File: src/rtl/neander_control.sv
// rtl/neander_control.sv - Neander control unit: registers, instruction FSM and memory handshake.
// Define NEANDER_STEP_EN to add i_STEP and a STEP_WAIT state that gates every instruction fetch.
module neander_control (
  input  logic       i_CLK,
  input  logic       i_RST,
`ifdef NEANDER_STEP_EN
  input  logic       i_STEP,
`endif
  output logic [7:0] o_MEM_ADDR,
  output logic       o_MEM_RD,
  output logic       o_MEM_WR,
  output logic [7:0] o_MEM_WDATA,
  input  logic [7:0] i_MEM_RDATA,
  input  logic       i_MEM_ACK,
  output logic [7:0] o_ULA_A,
  output logic [7:0] o_ULA_B,
  output logic [2:0] o_ULA_SEL,
  input  logic [7:0] i_ULA_OUT,
  input  logic       i_ULA_ZERO,
  input  logic       i_ULA_NEG,
  output logic [7:0] o_AC,
  output logic [7:0] o_PC,
  output logic       o_N,
  output logic       o_Z,
  output logic       o_HALTED
);

  localparam logic [3:0] OP_STA = 4'h1, OP_LDA = 4'h2, OP_ADD = 4'h3, OP_OR  = 4'h4;
  localparam logic [3:0] OP_AND = 4'h5, OP_NOT = 4'h6, OP_JMP = 4'h8, OP_JN  = 4'h9;
  localparam logic [3:0] OP_JZ  = 4'hA, OP_HLT = 4'hF;

  typedef enum logic [2:0] {
    S_FETCH, S_OPER, S_READ, S_WRITE, S_EXEC, S_HALT
`ifdef NEANDER_STEP_EN
    , S_STEP_WAIT
`endif
  } state_t;

  // Every path back to instruction fetch goes through this state.
`ifdef NEANDER_STEP_EN
  localparam state_t S_NEXT = S_STEP_WAIT;
`else
  localparam state_t S_NEXT = S_FETCH;
`endif

  state_t     state_q, state_d;
  logic [7:0] pc_q, pc_d, ir_q, ir_d, ar_q, ar_d, dr_q, dr_d, ac_q, ac_d;
  logic       n_q, n_d, z_q, z_d;
  logic       rd_q, wr_q, halted_q;
  logic [7:0] addr_q;
  logic [3:0] opcode, rd_op;
  logic       ack_rd, ack_wr;
  logic       unused_ir_lo;

  assign opcode       = ir_q[7:4];
  assign rd_op        = i_MEM_RDATA[7:4];
  assign ack_rd       = i_MEM_ACK && rd_q;
  assign ack_wr       = i_MEM_ACK && wr_q;
  assign unused_ir_lo = ^ir_q[3:0];

  function automatic logic has_operand(input logic [3:0] op);
    case (op)
      OP_STA, OP_LDA, OP_ADD, OP_OR, OP_AND, OP_JMP, OP_JN, OP_JZ: has_operand = 1'b1;
      default: has_operand = 1'b0;
    endcase
  endfunction

  always_comb begin
    state_d = state_q;
    pc_d    = pc_q;
    ir_d    = ir_q;
    ar_d    = ar_q;
    dr_d    = dr_q;
    ac_d    = ac_q;
    n_d     = n_q;
    z_d     = z_q;
    case (state_q)
      S_FETCH: if (ack_rd) begin
        ir_d = i_MEM_RDATA;
        pc_d = pc_q + 8'd1;
        if (rd_op == OP_HLT)          state_d = S_HALT;
        else if (has_operand(rd_op))  state_d = S_OPER;
        else                          state_d = S_EXEC;
      end
      S_OPER: if (ack_rd) begin
        case (opcode)
          OP_STA: begin ar_d = i_MEM_RDATA; pc_d = pc_q + 8'd1; state_d = S_WRITE; end
          OP_JMP: begin pc_d = i_MEM_RDATA; state_d = S_NEXT; end
          OP_JN:  begin pc_d = n_q ? i_MEM_RDATA : pc_q + 8'd1; state_d = S_NEXT; end
          OP_JZ:  begin pc_d = z_q ? i_MEM_RDATA : pc_q + 8'd1; state_d = S_NEXT; end
          default: begin ar_d = i_MEM_RDATA; pc_d = pc_q + 8'd1; state_d = S_READ; end
        endcase
      end
      S_READ: if (ack_rd) begin
        dr_d    = i_MEM_RDATA;
        state_d = S_EXEC;
      end
      S_WRITE: if (ack_wr) state_d = S_NEXT;
      S_EXEC: begin
        if (opcode inside {OP_LDA, OP_ADD, OP_OR, OP_AND, OP_NOT}) begin
          ac_d = i_ULA_OUT;
          n_d  = i_ULA_NEG;
          z_d  = i_ULA_ZERO;
        end
        state_d = S_NEXT;
      end
      S_HALT: state_d = S_HALT;
`ifdef NEANDER_STEP_EN
      S_STEP_WAIT: if (i_STEP) state_d = S_FETCH;
`endif
      default: state_d = S_NEXT;
    endcase
  end

  // Request strobes and address are registered from the next state, so they stay
  // stable for the whole wait and drop cleanly in the cycle after reset.
  always_ff @(posedge i_CLK) begin
    if (i_RST) begin
      state_q  <= S_NEXT;
      pc_q     <= 8'h00;
      ir_q     <= 8'h00;
      ar_q     <= 8'h00;
      dr_q     <= 8'h00;
      ac_q     <= 8'h00;
      n_q      <= 1'b0;
      z_q      <= 1'b1;
      rd_q     <= 1'b0;
      wr_q     <= 1'b0;
      addr_q   <= 8'h00;
      halted_q <= 1'b0;
    end else begin
      state_q  <= state_d;
      pc_q     <= pc_d;
      ir_q     <= ir_d;
      ar_q     <= ar_d;
      dr_q     <= dr_d;
      ac_q     <= ac_d;
      n_q      <= n_d;
      z_q      <= z_d;
      rd_q     <= (state_d == S_FETCH) || (state_d == S_OPER) || (state_d == S_READ);
      wr_q     <= (state_d == S_WRITE);
      addr_q   <= ((state_d == S_READ) || (state_d == S_WRITE)) ? ar_d : pc_d;
      halted_q <= (state_d == S_HALT);
    end
  end

  assign o_MEM_ADDR  = addr_q;
  assign o_MEM_RD    = rd_q;
  assign o_MEM_WR    = wr_q;
  assign o_MEM_WDATA = ac_q;
  assign o_ULA_A     = ac_q;
  assign o_ULA_B     = (opcode == OP_NOT) ? ac_q : dr_q;
  assign o_ULA_SEL   = ir_q[6:4];
  assign o_AC        = ac_q;
  assign o_PC        = pc_q;
  assign o_N         = n_q;
  assign o_Z         = z_q;
  assign o_HALTED    = halted_q;

endmodule

File: config.mk
export PLATFORM = sky130hd
export DESIGN_NAME = neander_control
export DESIGN_NICKNAME = d
export VERILOG_FILES = /design/src/rtl/neander_control.sv
export SDC_FILE = /design/constraint.sdc
export NUM_CORES = 1
export LEC_CHECK = 0
export ABC_AREA = 1
export CAP_MARGIN = 10
export CORE_MARGIN = 2
export CORE_UTILIZATION = 30
export CTS_CLUSTER_DIAMETER = 120
export CTS_CLUSTER_SIZE = 28
export DETAILED_ROUTE_END_ITERATION = 12
export DONT_BUFFER_PORTS = 1
export GPL_TIMING_DRIVEN = 1
export SYNTH_ARGS = -nofsm -noshare
export SYNTH_HDL_FRONTEND = slang
export SYNTH_SLANG_ARGS = --single-unit
File: constraint.sdc
create_clock -name i_CLK -period 1.3 [get_ports i_CLK]
set_input_delay 0.26 -clock i_CLK [delete_from_list [all_inputs] [get_ports i_CLK]]
set_output_delay 0.26 -clock i_CLK [all_outputs]
set_load 0.01 [all_outputs]
# Word-level counts from Yosys, hierarchy flattened
# Memories as Yosys holds them, arrays and structs flattened.
# Cells that the tools add are included.
# classes
addsub	1
n_eq_ne	19
mux	22
n_reduce_logical	12
# ops
cell	count
2-to-1 mux 8 bit	9
one-hot mux 8 bit (3 select lines)	1
2-to-1 mux 3 bit	6
equality test 4 bit (second input constant)	4
one-hot mux 8 bit (2 select lines)	1
one-hot mux 3 bit (5 select lines)	1
equality test 3 x 2 -> 1 bit (second input constant)	4
equality test 4 x 3 -> 1 bit (second input constant)	3
equality test 3 bit (second input constant)	3
adder 8 x 1 -> 8 bit (second input constant)	1
equality test 4 x 2 -> 1 bit (second input constant)	2
equality test 3 x 1 -> 1 bit (second input constant)	2
logical NOT 3 bit	2
AND reduction 2 bit	3
nonzero test 5 bit	1
equality test 4 x 1 -> 1 bit (second input constant)	1
one-hot mux 2 bit (2 select lines)	1
logical OR 1 bit	3
2-to-1 mux 1 bit	3
OR reduction 3 bit	1
logical AND 1 bit	2
# word_totals
reg_bits	56
rom_bits	16
output_inout_bits	56
elab_cells	67
memories	1
# mem_list
memory	depth	word_bits	rd	rd_ports_with_merged_regs	wr	line_no	rtl
(no name shown)	16	1	1	0	0	62	case (op)

# Logic depth before layout (Yosys ltp)
# Gate-level depths: netlist of the first run.
# logic_depth
word_depth	11
mapped_depth	11

# Worst setup path before layout of the first run
# No wires, ideal clock.
# synth_timing
kind	register to output
start	register ir_q[5]
end	output port o_ULA_B[0]
t_arrival_ns	1.240
slack_ns	-0.200
stages_incl_launch_ff	6
cell_sequence	dfxtp_1 inv_1 nor2_1 nand3_1 clkbuf_1 o21ai_0
# synth_between
elab_chain_len	2
# synth_lines
element	line_no	rtl
start, declared	47	logic [7:0] pc_q, pc_d, ir_q, ir_d, ar_q, ar_d, dr_q, dr_d, ac_q, ac_d;
start signal, assigned	134	ir_q <= ir_d;
equality test 4 x 3 -> 1 bit	152	assign o_ULA_B = (opcode == OP_NOT) ? ac_q : dr_q;
2-to-1 mux 8 bit	152	
end, declared	16	output logic [7:0] o_ULA_B,
# No other way between the ends.

# Final worst setup path of the first run
# Ends and elaborated chain as after synthesis.

==> impl_metrics.prom, run 1 <==
# TYPE chip_impl_metric gauge
chip_impl_info{name="tritoncts",value="yes"} 1
chip_impl_metric{name="power.sequential.fraction",unit="%"} 47.2
chip_impl_metric{name="global_route_wire_length_before_repair",unit="µm"} 12700
chip_impl_info{name="min-delay-path-class",value="in -> reg"} 1
chip_impl_metric{name="antenna_violations_before_repair",unit=""} 0
chip_impl_metric{name="detail_route.vias_per_cell",unit=""} 4.839
chip_impl_info{name="type_of_element_launching_the_critical_path",value="register"} 1
chip_impl_metric{name="clock_tree.htree_level_count",unit=""} 2
chip_impl_metric{name="critPathBufInv",unit=""} 3
chip_impl_metric{name="wire_length_reported_by_the_detailed_router",unit="µm"} 8288
chip_impl_metric{name="count_of_tritonroute_iterations_in_the_first_routing_pass",unit=""} 4
chip_impl_info{name="timing_worst_setup_path_type",value="reg -> out"} 1
chip_impl_metric{name="initial_core_utilization",unit="%"} 31.07
chip_impl_info{name="grt_setup_unrepaired",value="yes"} 1
chip_impl_metric{name="cap_viol_max_count",unit=""} 0
chip_impl_metric{name="pin_count",unit=""} 77
chip_impl_metric{name="gr-total-overflow",unit=""} 0
chip_impl_metric{name="fin_nets",unit=""} 472
chip_impl_metric{name="fin_util",unit="%"} 45.25
chip_impl_metric{name="final_max_slew_viol_count",unit=""} 0
chip_impl_metric{name="finish.instance_area",unit="mm²"} 0.003965
chip_impl_metric{name="achievable-frequency",unit="MHz"} 620.2
chip_impl_metric{name="count_of_yosys_warnings_during_synthesis",unit=""} 0
chip_impl_metric{name="cts_made_buffers",unit=""} 5
chip_impl_metric{name="power_switching",unit="W"} 0.001076
chip_impl_metric{name="hold_violations",unit=""} 0
chip_impl_metric{name="synth.yosys.seq_area_share",unit="%"} 38.24
chip_impl_metric{name="max_transition_margin",unit="%"} 71.10
chip_impl_info{name="mostFrequentLayoutCells",value="63 x buf_4, 44 x inv_1, 43 x dfxtp_1, 42 x nand2_1, 39 x nor2_1"} 1
chip_impl_metric{name="vias_in_the_first_global_route",unit=""} 2572
chip_impl_info{name="cp-end-kind",value="primary output"} 1
chip_impl_info{name="failed_checks",value="negative setup slack"} 1
chip_impl_metric{name="drtIter0Drc",unit=""} 73
chip_impl_metric{name="drive_gt1_share",unit="%"} 46.12
chip_impl_metric{name="post_synth_inst_count",unit=""} 393
chip_impl_metric{name="floorplan.die_area",unit="mm²"} 0.009854
chip_impl_metric{name="setup-violations-final",unit=""} 51
chip_impl_metric{name="clock_skew",unit="ps"} 9.610
chip_impl_metric{name="ctsLongestPathBuffers",unit=""} 2
chip_impl_info{name="root_buffer",value="clkbuf_8"} 1
chip_impl_metric{name="yosys_register_bits",unit=""} 52
chip_impl_metric{name="postRouteAntennaNets",unit=""} 0
chip_impl_metric{name="multi_input_comb_area",unit="mm²"} 0.001645
chip_impl_metric{name="detailed_route_via_count",unit=""} 2705
chip_impl_metric{name="diodes",unit=""} 0
chip_impl_metric{name="power.leakage",unit="nW"} 1.696
chip_impl_info{name="crit_chain",value="inv_2 > nor2_4 > buf_6 > nand3_4 > buf_16 > o21ai_4"} 1
chip_impl_metric{name="cp_max_fo",unit=""} 8
chip_impl_metric{name="sw_frac_of_total",unit="%"} 29.18
chip_impl_metric{name="internal_power",unit="W"} 0.002612
chip_impl_metric{name="final.fill_count",unit=""} 886
chip_impl_metric{name="p_per_area",unit="mW/mm²"} 930.2
chip_impl_metric{name="vdd_ir_drop_max",unit="mV"} 0.5565
chip_impl_info{name="worst_path_max_delay_cell",value="dfxtp_2"} 1
chip_impl_metric{name="placementRows",unit=""} 34
chip_impl_info{name="layout_commonest_cell",value="buf_4"} 1
chip_impl_metric{name="clk_pin_slew_worst_paths",unit="ps"} 100
chip_impl_metric{name="finalCriticalPeriod",unit="ps"} 1612
chip_impl_metric{name="drc",unit=""} 0
chip_impl_metric{name="cts_sinks",unit=""} 52
chip_impl_metric{name="post_synthesis_area_per_instance",unit="µm²"} 6.928
chip_impl_info{name="cp_top_family",value="flip-flops"} 1
chip_impl_metric{name="critPathArrivalTime",unit="ps"} 1350
chip_impl_metric{name="grt_start_max_net_pins",unit=""} 23
chip_impl_metric{name="gpl.final_weighted_congestion",unit=""} 0.8019
chip_impl_metric{name="dpl.hpwl",unit="µm"} 5707
chip_impl_metric{name="fin_hold_ws",unit="ps"} 23.24
chip_impl_info{name="run_status",value="finished, violations left"} 1
chip_impl_metric{name="drt-wirelength-per-cell",unit="µm"} 14.83
chip_impl_metric{name="placed_cell_area",unit="mm²"} 0.003223
chip_impl_metric{name="layout.area.seq",unit="mm²"} 0.001057
chip_impl_metric{name="overall_global_routing_usage",unit="%"} 16.01
chip_impl_metric{name="crit_path_required_time",unit="ps"} 1040
chip_impl_metric{name="coreArea",unit="mm²"} 0.008763
chip_impl_metric{name="die-height",unit="µm"} 99.27
chip_impl_metric{name="critical-path-max-stage-delay",unit="ps"} 350
chip_impl_metric{name="combinationalPowerShare",unit="%"} 21.6
chip_impl_metric{name="synthToLayoutAreaGrowth",unit="%"} 45.63
chip_impl_metric{name="final.period_utilization",unit="%"} 124.0
chip_impl_metric{name="worstMarginPinSlew",unit="ps"} 432.1
chip_impl_metric{name="netlist-cell-type-count",unit=""} 34
chip_impl_metric{name="mappedNetlistNets",unit=""} 415
chip_impl_metric{name="clk-insertion-delay-late",unit="ps"} 300
chip_impl_metric{name="horiz_die_dim",unit="µm"} 99.27
chip_impl_metric{name="pre_cts_slack",unit="ps"} -201.7
chip_impl_metric{name="fin_tns_setup",unit="ps"} -8725
chip_impl_metric{name="syn_area",unit="mm²"} 0.002723
chip_impl_metric{name="final_critical_path_setup_slack",unit="ps"} -312.5
chip_impl_metric{name="clock_power_share",unit="%"} 31.3
chip_impl_metric{name="io_buffers",unit=""} 0
## state kept, by name, summed over array words and instances (netlist names)
register and cells:
o_HALTED 1, state_q 3, o_AC 8, ir_q 4
o_MEM_WR 1, o_PC 8, o_N 1, o_MEM_ADDR 8
dr_q 8, ar_q 8, o_MEM_RD 1, o_Z 1
## worst paths after layout
check             slack, ps  depth (start not counted)          to    start
setup / recovery       -310                          6  o_ULA_B[0]  ir_q[5]
hold / removal           20                          1     o_PC[0]    i_RST
setup reg to reg       -230                          9         o_N  ir_q[4]
hold reg to reg         510                          2     dr_q[5]  dr_q[5]
## layout make-up
| type | instances | share of cell area [%] |
|---|---|---|
| multi-input cells | 251 | 41.50 |
| inverters | 59 | 6.027 |
| repair buffers | 81 | 19.50 |
| clock inverters | 3 | 1.168 |
| clock buffers | 5 | 1.736 |
| well taps | 108 | 3.408 |
| flip-flops and latches | 52 | 26.66 |
## worst reg2reg max path: cells and delay by family, from the launching register on
| kind | cells | cell delay, ps |
|---|---|---|
| AOI/OAI and AO/OA | 3 | 250 |
| buffers and inverters | 3 | 470 |
| DFF | 1 | 380 |
| and+or+nand+nor | 3 | 330 |
## per-stage QoR
| stage | std cells | total power [W] |
|---|---|---|
| 2_1_floorplan | 393 | 0.002139 |
| 3_3_place_gp | 531 | 0.002359 |
| 3_5_place_dp | 531 | 0.002364 |
| 4_1_cts | 553 | 0.003636 |
| 5_1_grt | 559 | 0.003863 |
| 6_report | 559 | 0.003688 |
## layer usage
layer  vias to the layer above  global-route usage, %  wire (µm)
li1                       1350                      -          -
met1                      1287                  19.50       3540
met2                        66                  28.95       4237
met3                         2                  4.568        487
met4                         0                  1.686         23
met5                         -                      0          0
## power by group through the flow
stage / registers [W] / logic (W) / clock network (W)
global placement: 0.00177 / 0.000586 / 0
finish: 0.00174 / 0.000796 / 0.00115
global route: 0.00175 / 0.000867 / 0.00125
CTS: 0.00174 / 0.000717 / 0.00118
floorplan: 0.00178 / 0.000355 / 0
detailed placement: 0.00177 / 0.000591 / 0
## timing repair
action,in CTS,in global routing
buffers inserted,10,4
setup endpoints to repair,54,61
pin swaps,20,22
gates resized for setup,78,60
endpoints found under the hold margin,0,6
gates cloned,4,1
hold buffers,0,1
## cell families after synthesis
| logic type | after synthesis | share of synthesized area [%] |
|---|---|---|
| flops | 52 | 38.24 |
| fa+ha+maj | 1 | 0.4595 |
| compound gates | 87 | 17.46 |
| simple gates | 161 | 27.48 |
| xor+xnor | 2 | 0.6435 |
| buf+inv | 90 | 15.72 |
## cells in the mapped netlist
cell | instances | area, µm²
nand2_1 | 71 | 266.5
o21a_1 | 6 | 45.04
buf_2 | 1 | 5.000
xor2_1 | 2 | 17.52
clkbuf_1 | 9 | 33.78
nand3b_1 | 1 | 7.510
ha_1 | 1 | 12.51
nand4_1 | 5 | 31.28
inv_2 | 5 | 18.77
o21a_4 | 1 | 15.01
nor2_4 | 4 | 45.04
inv_1 | 53 | 198.9
a21oi_2 | 1 | 8.760
nor2_8 | 1 | 20.02
or2_2 | 3 | 18.77
o21ai_2 | 1 | 8.760
o211ai_1 | 1 | 7.510
nor2_1 | 45 | 168.9
nand3_1 | 23 | 115.1
nor2_2 | 1 | 6.260
inv_4 | 1 | 6.260
a21oi_1 | 30 | 150.1
a211oi_1 | 1 | 7.510
buf_4 | 19 | 142.6
nor3_1 | 2 | 10.01
o21ai_1 | 9 | 45.04
nand2_4 | 1 | 11.26
o21ai_0 | 35 | 175.2
a31oi_1 | 1 | 6.260
nand3_4 | 2 | 35.03
buf_6 | 2 | 22.52
dfxtp_1 | 52 | 1041
nand2_2 | 2 | 12.51
o22ai_1 | 1 | 6.260
Note: power is estimated with default switching activity, not from simulation.
==> inputs of run 2 (changes only) <==
--- a/config.mk
+++ b/config.mk
@@ -14,6 +14,7 @@
 export DETAILED_ROUTE_END_ITERATION = 12
 export DONT_BUFFER_PORTS = 1
 export GPL_TIMING_DRIVEN = 1
+export SKIP_LAST_GASP = 1
 export SYNTH_ARGS = -nofsm -noshare
 export SYNTH_HDL_FRONTEND = slang
 export SYNTH_SLANG_ARGS = --single-unit
==> run 2 against run 1 <==
Net effect: the flow still finishes with violations (negative setup slack); hold slack hardly changed; first-iteration DRC count is 29% higher; critical path depth is 1 lower; sequential power hardly changed; non-clock buffer count stayed put; cell count stayed put; maximum frequency is 0.31% higher; routed wire length is 0.36% higher; critical path type unchanged.
==> impl_metrics.prom, run 2 (synthesized netlist as in run 1, its figures left out) <==
# TYPE chip_impl_metric gauge
chip_impl_metric{name="critical-path-max-stage-delay",unit="ps"} 380
chip_impl_info{name="timing_worst_setup_path_type",value="reg -> out"} 1
chip_impl_metric{name="drc",unit=""} 0
chip_impl_metric{name="ctsLongestPathBuffers",unit=""} 2
chip_impl_metric{name="io_buffers",unit=""} 0
chip_impl_metric{name="grt_start_max_net_pins",unit=""} 23
chip_impl_metric{name="floorplan.die_area",unit="mm²"} 0.009854
chip_impl_metric{name="dpl.hpwl",unit="µm"} 5707
chip_impl_metric{name="cts_made_buffers",unit=""} 5
chip_impl_metric{name="wire_length_reported_by_the_detailed_router",unit="µm"} 8318
chip_impl_metric{name="crit_path_required_time",unit="ps"} 1040
chip_impl_metric{name="finalCriticalPeriod",unit="ps"} 1608
chip_impl_info{name="worst_path_max_delay_cell",value="dfxtp_4"} 1
chip_impl_info{name="top_layer_used",value="met4"} 1
chip_impl_metric{name="diodes",unit=""} 0
chip_impl_metric{name="wl_met3",unit="µm"} 504
chip_impl_metric{name="final.period_utilization",unit="%"} 123.7
chip_impl_metric{name="clock_skew",unit="ps"} 10.13
chip_impl_metric{name="detail_route.wirelength.met1",unit="µm"} 3501
chip_impl_info{name="grt_setup_unrepaired",value="yes"} 1
chip_impl_metric{name="vias_in_the_first_global_route",unit=""} 2574
chip_impl_metric{name="overall_global_routing_usage",unit="%"} 15.99
chip_impl_metric{name="drive_gt1_share",unit="%"} 45.90
chip_impl_metric{name="antenna_violations_before_repair",unit=""} 0
chip_impl_info{name="crit_chain",value="nor2_4 > buf_6 > nand3_4 > buf_16 > o21ai_4"} 1
chip_impl_metric{name="wl_met2",unit="µm"} 4289
chip_impl_metric{name="cp_max_fo",unit=""} 8
chip_impl_metric{name="hold_violations",unit=""} 0
chip_impl_metric{name="gr-total-overflow",unit=""} 0
chip_impl_metric{name="detail_route.vias_per_cell",unit=""} 4.843
chip_impl_info{name="layout_commonest_cell",value="buf_4"} 1
chip_impl_metric{name="detailed_route_via_count",unit=""} 2707
chip_impl_metric{name="fin_nets",unit=""} 472
chip_impl_metric{name="finalNonFillerCells",unit=""} 559
chip_impl_metric{name="postRouteAntennaNets",unit=""} 0
chip_impl_metric{name="fin_hold_ws",unit="ps"} 23.60
chip_impl_info{name="mostFrequentLayoutCells",value="63 x buf_4, 44 x inv_1, 43 x nand2_1, 43 x dfxtp_1, 40 x nor2_1"} 1
chip_impl_info{name="cp-end-kind",value="primary output"} 1
chip_impl_metric{name="pin_count",unit=""} 77
chip_impl_metric{name="final_max_slew_viol_count",unit=""} 0
chip_impl_metric{name="die-height",unit="µm"} 99.27
chip_impl_metric{name="cap_viol_max_count",unit=""} 0
chip_impl_metric{name="gpl.final_weighted_congestion",unit=""} 0.8019
chip_impl_metric{name="placed_cell_area",unit="mm²"} 0.003223
chip_impl_metric{name="coreArea",unit="mm²"} 0.008763
chip_impl_metric{name="global_route_wire_length_before_repair",unit="µm"} 12680
chip_impl_metric{name="final_critical_path_setup_slack",unit="ps"} -307.6
chip_impl_info{name="run_status",value="finished, violations left"} 1
chip_impl_info{name="failed_checks",value="negative setup slack"} 1
chip_impl_metric{name="achievable-frequency",unit="MHz"} 622.1
chip_impl_metric{name="max_transition_margin",unit="%"} 72.47
chip_impl_metric{name="drtIter0Drc",unit=""} 94
chip_impl_metric{name="drt-wirelength-per-cell",unit="µm"} 14.88
chip_impl_metric{name="setup-violations-final",unit=""} 51
chip_impl_metric{name="clock_tree.htree_level_count",unit=""} 2
chip_impl_metric{name="initial_core_utilization",unit="%"} 31.07
chip_impl_metric{name="worstMarginPinSlew",unit="ps"} 411.6
chip_impl_metric{name="cts_sinks",unit=""} 52
chip_impl_metric{name="horiz_die_dim",unit="µm"} 99.27
chip_impl_metric{name="synthToLayoutAreaGrowth",unit="%"} 45.86
chip_impl_metric{name="placementRows",unit=""} 34
chip_impl_metric{name="clk_pin_slew_worst_paths",unit="ps"} 100
chip_impl_metric{name="p_per_area",unit="mW/mm²"} 928.7
chip_impl_metric{name="power.leakage",unit="nW"} 1.699
chip_impl_info{name="root_buffer",value="clkbuf_8"} 1
chip_impl_info{name="min-delay-path-class",value="in -> reg"} 1
chip_impl_metric{name="fin_tns_setup",unit="ps"} -8805
chip_impl_info{name="tritoncts",value="yes"} 1
chip_impl_metric{name="r2r_setup_slack",unit="ps"} -230
chip_impl_metric{name="critPathBufInv",unit=""} 2
chip_impl_info{name="cp_top_family",value="flip-flops"} 1
chip_impl_metric{name="critPathArrivalTime",unit="ps"} 1350
chip_impl_metric{name="dp_cells",unit=""} 531
chip_impl_metric{name="finish.instance_area",unit="mm²"} 0.003971
chip_impl_info{name="type_of_element_launching_the_critical_path",value="register"} 1
chip_impl_metric{name="count_of_tritonroute_iterations_in_the_first_routing_pass",unit=""} 4
chip_impl_metric{name="vdd_ir_drop_max",unit="mV"} 0.5585
chip_impl_metric{name="clk-insertion-delay-late",unit="ps"} 300
## run 2: changes by cell type in the layout (fill, tap and decap cells not counted)
cell,previous run,this run
nand2_2,29,27
inv_2,9,8
inv_4,5,6
nand2_1,42,43
nand2_4,3,4
nor2_1,39,40
nor2_2,4,3
o21ai_1,12,11
o21ai_2,17,18
## run 2: per-layer routing
metal,up-vias,GRT usage (%)
met5,-,0
met4,0,1.686
met3,2,4.638
met2,65,28.95
met1,1295,19.41
li1,1345,-
## run 2: worst register-to-register path, delay by kind of cell, from the launching register on
kind                   cells  cell delay [ps]
AO/OA/AOI/OAI              3              240
buffers and inverters      3              470
flip-flops                 1              380
AND/OR/NAND/NOR            3              330
## run 2: final cells by class
class	count	area, µm²
clock buffer	5	68.82
fill	886	4792
clock inverter	3	46.29
inverter	59	241.5
multi-input combinational	251	1649
sequential	52	1057
timing repair buffer	81	773.2
tap	108	135.1
## run 2: what timing repair did
item,CTS,global route
endpoints found under the setup margin,54,61
pin swaps,20,27
buffers inserted,10,5
endpoints found under the hold margin,0,6
hold buffers,0,1
gates cloned,4,1
gates resized for setup,77,63
## run 2: final timing paths
check	from	to	cells past startpoint
max	ir_q[4]	o_ULA_B[0]	5
max reg2reg	ir_q[4]	o_N	9
min reg2reg	dr_q[5]	dr_q[5]	2
min	i_RST	o_PC[0]	1
## run 2: power by group
| part | total (W) | internal (W) | switching, W |
|---|---|---|---|
| combinational | 0.000795 | 0.000361 | 0.000434 |
| clock | 0.00115 | 0.000581 | 0.000572 |
| sequential | 0.00174 | 0.00167 | 0.0000703 |
| total | 0.00369 | 0.00261 | 0.00108 |
## run 2: per-stage QoR
| stage | power (W) | setup WS [ps] | utilization, % |
|---|---|---|---|
| detailed placement | 0.002364 | -201.7 | 36.78 |
| floorplan | 0.002139 | -35.47 | - |
| CTS | 0.003635 | -307.9 | 42.13 |
| finish | 0.003688 | -307.6 | 45.32 |
| global placement | 0.002359 | -205.0 | 36.78 |
| global route | 0.003863 | -377.2 | 45.32 |
==> inputs of run 3 (changes only) <==
--- a/config.mk
+++ b/config.mk
@@ -5,7 +5,6 @@
 export SDC_FILE = /design/constraint.sdc
 export NUM_CORES = 1
 export LEC_CHECK = 0
-export ABC_AREA = 1
 export CAP_MARGIN = 10
 export CORE_MARGIN = 2
 export CORE_UTILIZATION = 30
==> run 3 against run 2 <==
Net effect: the flow still finishes with violations (negative setup slack); sequential share of layout area grew 0.59 points; via count is 11% lower; clock power decreased by 16%; critical path depth down 1; sequential cell count unchanged; maximum frequency decreased by 7.9%; first-iteration DRC count rose by 28%; count of clock-buffer cells in the layout increased by 3; worst setup slack lost 140 ps; combinational power fell by 33%; largest power group unchanged.
==> impl_metrics.prom, run 3 <==
# TYPE chip_impl_metric gauge
chip_impl_metric{name="drt-wirelength-per-cell",unit="µm"} 16.76
chip_impl_metric{name="placementRows",unit=""} 35
chip_impl_info{name="timing_worst_setup_path_type",value="reg -> out"} 1
chip_impl_info{name="dominant_cell_by_count_in_the_synthesized_netlist",value="dfxtp_1"} 1
chip_impl_metric{name="finalCriticalPeriod",unit="ps"} 1745
chip_impl_metric{name="vdd_ir_drop_max",unit="mV"} 0.4762
chip_impl_metric{name="count_of_tritonroute_iterations_in_the_first_routing_pass",unit=""} 4
chip_impl_metric{name="synth.yosys.seq_area_share",unit="%"} 37.58
chip_impl_metric{name="fin_util",unit="%"} 42.90
chip_impl_metric{name="achievable-frequency",unit="MHz"} 572.9
chip_impl_metric{name="p_per_area",unit="mW/mm²"} 810.0
chip_impl_metric{name="drive_gt1_share",unit="%"} 48.66
chip_impl_metric{name="clock_skew",unit="ps"} 10.70
chip_impl_metric{name="drtIter0Drc",unit=""} 120
chip_impl_metric{name="fin_nets",unit=""} 395
chip_impl_info{name="yosys-top-cells-area",value="dfxtp_1 38%, mux2i_1 9.8%, buf_4 5.4%, nor2_1 5.4%, nand2_1 4.6%"} 1
chip_impl_metric{name="final_critical_path_setup_slack",unit="ps"} -445.5
chip_impl_metric{name="cap_viol_max_count",unit=""} 0
chip_impl_metric{name="critical-path-max-stage-delay",unit="ps"} 340
chip_impl_metric{name="synth_edf_count",unit=""} 0
chip_impl_metric{name="io_buffers",unit=""} 0
chip_impl_metric{name="total_power",unit="W"} 0.003165
chip_impl_metric{name="floorplan.die_area",unit="mm²"} 0.01002
chip_impl_metric{name="post_synthesis_area_per_instance",unit="µm²"} 8.936
chip_impl_info{name="worst_path_max_delay_cell",value="dfxtp_2"} 1
chip_impl_info{name="root_buffer",value="clkbuf_8"} 1
chip_impl_metric{name="mappedNetlistNets",unit=""} 332
chip_impl_metric{name="worstMarginPinSlew",unit="ps"} 522.4
chip_impl_metric{name="pin_count",unit=""} 77
chip_impl_metric{name="clock_power_share",unit="%"} 30.4
chip_impl_info{name="failed_checks",value="negative setup slack"} 1
chip_impl_metric{name="detailed_route_via_count",unit=""} 2413
chip_impl_metric{name="netlist-cell-type-count",unit=""} 65
chip_impl_info{name="tritoncts",value="yes"} 1
chip_impl_info{name="layout_commonest_cell",value="buf_4"} 1
chip_impl_metric{name="cts_made_buffers",unit=""} 5
chip_impl_info{name="cp-end-kind",value="primary output"} 1
chip_impl_metric{name="ctsLongestPathBuffers",unit=""} 2
chip_impl_metric{name="fraction_of_registers_with_async_set_or_reset_after_synthesis",unit="%"} 0
chip_impl_metric{name="drc",unit=""} 0
chip_impl_metric{name="hold_violations",unit=""} 0
chip_impl_metric{name="crit_path_required_time",unit="ps"} 1040
chip_impl_metric{name="clock_tree.htree_level_count",unit=""} 2
chip_impl_info{name="netlist_top_cells_count",value="52 x dfxtp_1, 40 x nor2_1, 34 x nand2_1"} 1
chip_impl_metric{name="combinationalPowerShare",unit="%"} 16.9
chip_impl_metric{name="critPathBufInv",unit=""} 2
chip_impl_metric{name="antenna_violations_before_repair",unit=""} 0
chip_impl_metric{name="critPathArrivalTime",unit="ps"} 1490
chip_impl_metric{name="detail_route.vias_per_cell",unit=""} 4.975
chip_impl_metric{name="die-height",unit="µm"} 100.1
chip_impl_metric{name="setup-violations-final",unit=""} 59
chip_impl_info{name="synth_largest_area_cell",value="dfxtp_1"} 1
chip_impl_info{name="type_of_element_launching_the_critical_path",value="register"} 1
chip_impl_metric{name="vias_in_the_first_global_route",unit=""} 2459
chip_impl_metric{name="postRouteAntennaNets",unit=""} 0
chip_impl_metric{name="wire_length_reported_by_the_detailed_router",unit="µm"} 8131
chip_impl_metric{name="yosys_register_bits",unit=""} 52
chip_impl_metric{name="gpl.final_weighted_congestion",unit=""} 0.8275
chip_impl_metric{name="global_route_wire_length_before_repair",unit="µm"} 12850
chip_impl_metric{name="coreArea",unit="mm²"} 0.009109
chip_impl_metric{name="diodes",unit=""} 0
chip_impl_metric{name="final.period_utilization",unit="%"} 134.3
chip_impl_metric{name="syn_area",unit="mm²"} 0.002770
chip_impl_metric{name="cts_sinks",unit=""} 52
chip_impl_metric{name="post_synth_inst_count",unit=""} 310
chip_impl_metric{name="sw_frac_of_total",unit="%"} 26.12
chip_impl_metric{name="clk_pin_slew_worst_paths",unit="ps"} 90
chip_impl_info{name="run_status",value="finished, violations left"} 1
chip_impl_info{name="mostFrequentLayoutCells",value="70 x buf_4, 40 x dfxtp_1, 35 x nor2_1, 29 x nand2_1, 26 x mux2i_1"} 1
chip_impl_metric{name="finalNonFillerCells",unit=""} 485
chip_impl_metric{name="initial_core_utilization",unit="%"} 30.41
chip_impl_metric{name="yosys.area.top_type_share",unit="%"} 37.58
chip_impl_metric{name="cp_max_fo",unit=""} 8
chip_impl_metric{name="clk-insertion-delay-late",unit="ps"} 310
chip_impl_metric{name="internal_power",unit="W"} 0.002338
chip_impl_metric{name="final_max_slew_viol_count",unit=""} 0
chip_impl_metric{name="power.sequential.fraction",unit="%"} 52.7
chip_impl_metric{name="max_transition_margin",unit="%"} 65.06
chip_impl_metric{name="power_switching",unit="W"} 0.0008267
chip_impl_metric{name="count_of_yosys_warnings_during_synthesis",unit=""} 0
chip_impl_metric{name="gr-total-overflow",unit=""} 0
chip_impl_metric{name="power.leakage",unit="nW"} 1.583
chip_impl_info{name="crit_chain",value="buf_6 > nor3_4 > buf_12 > mux2_4"} 1
chip_impl_metric{name="grt_start_max_net_pins",unit=""} 37
chip_impl_metric{name="dp_cells",unit=""} 456
chip_impl_metric{name="horiz_die_dim",unit="µm"} 100.1
chip_impl_info{name="min-delay-path-class",value="in -> reg"} 1
chip_impl_metric{name="dpl.hpwl",unit="µm"} 5556
chip_impl_metric{name="synthToLayoutAreaGrowth",unit="%"} 41.06
chip_impl_info{name="grt_setup_unrepaired",value="yes"} 1
chip_impl_info{name="cp_top_family",value="flip-flops"} 1
chip_impl_metric{name="overall_global_routing_usage",unit="%"} 16.31
chip_impl_info{name="synth-main-ff-cell",value="dfxtp_1"} 1
## run 3: changes by cell type in the layout (fill, tap and decap cells not counted), sizes merged, moves of 5 or more
cell	delta
nand2	-39
nor3	+6
inv	-56
buf	+13
nor2	-10
o22ai	+5
nand3	-18
and2	+7
o21ai	-39
mux2i	+27
a21oi	-14
mux2	+10
## run 3: final cells by class
type,instances,area (µm²)
fill,860,5201
multi-input combinational,215,1785
timing repair buffer,94,810.8
tap,111,138.9
clock buffer,8,90.09
sequential,52,1064
inverter,5,18.77
## run 3: worst paths after layout
kind         startpoint             to  slack (ps)  cells after the start
min               i_RST     state_q[1]          20                      1
max             ir_q[4]     o_ULA_B[5]        -450                      4
max reg2reg     ir_q[5]  o_MEM_ADDR[4]        -400                      7
min reg2reg     ar_q[0]        ar_q[0]         460                      2
## run 3: routing by layer
metal	global-route usage, %	up-vias	part of all wire, %
met2	28.90	56	50
met4	4.215	0	1.4
met5	0	-	0
li1	-	1191	-
met1	20.09	1157	43
met3	3.552	9	5.6
## run 3: power groups by stage
stage	Combinational (W)	Sequential [W]	Clock, W
4_1_cts	0.000494	0.00167	0.00103
2_1_floorplan	0.000289	0.00171	0
5_1_grt	0.000570	0.00167	0.00107
3_5_place_dp	0.000397	0.00171	0
3_3_place_gp	0.000392	0.00170	0
6_report	0.000534	0.00167	0.000963
## run 3: cell families after synthesis
kind of cell	after synthesis	synth area share, %
compound gates	57	15.18
xor+xnor	3	0.9487
fa+ha+maj	1	0.4516
buf+inv	43	9.755
flops	52	37.58
mux	37	13.96
simple gates	117	22.13
## run 3: per-stage QoR
stage	instance area, µm²	setup WS [ps]	TNS [ps]	hold slack [ps]
after detailed placement	3293	-440.0	-12290	336.8
after CTS	3742	-498.5	-13990	0.01343
after global placement	3293	-458.4	-11320	335.5
after global routing	3908	-503.1	-17440	-0.3368
after floorplan	2870	-388.8	-7141	385.1
final	3908	-445.5	-13560	15.63
## run 3: what timing repair did
item,CTS,global route
hold buffers,1,1
endpoints found under the hold margin,9,3
buffers inserted,13,7
resized for setup,59,20
pin swaps,24,14
setup endpoints to repair,59,60
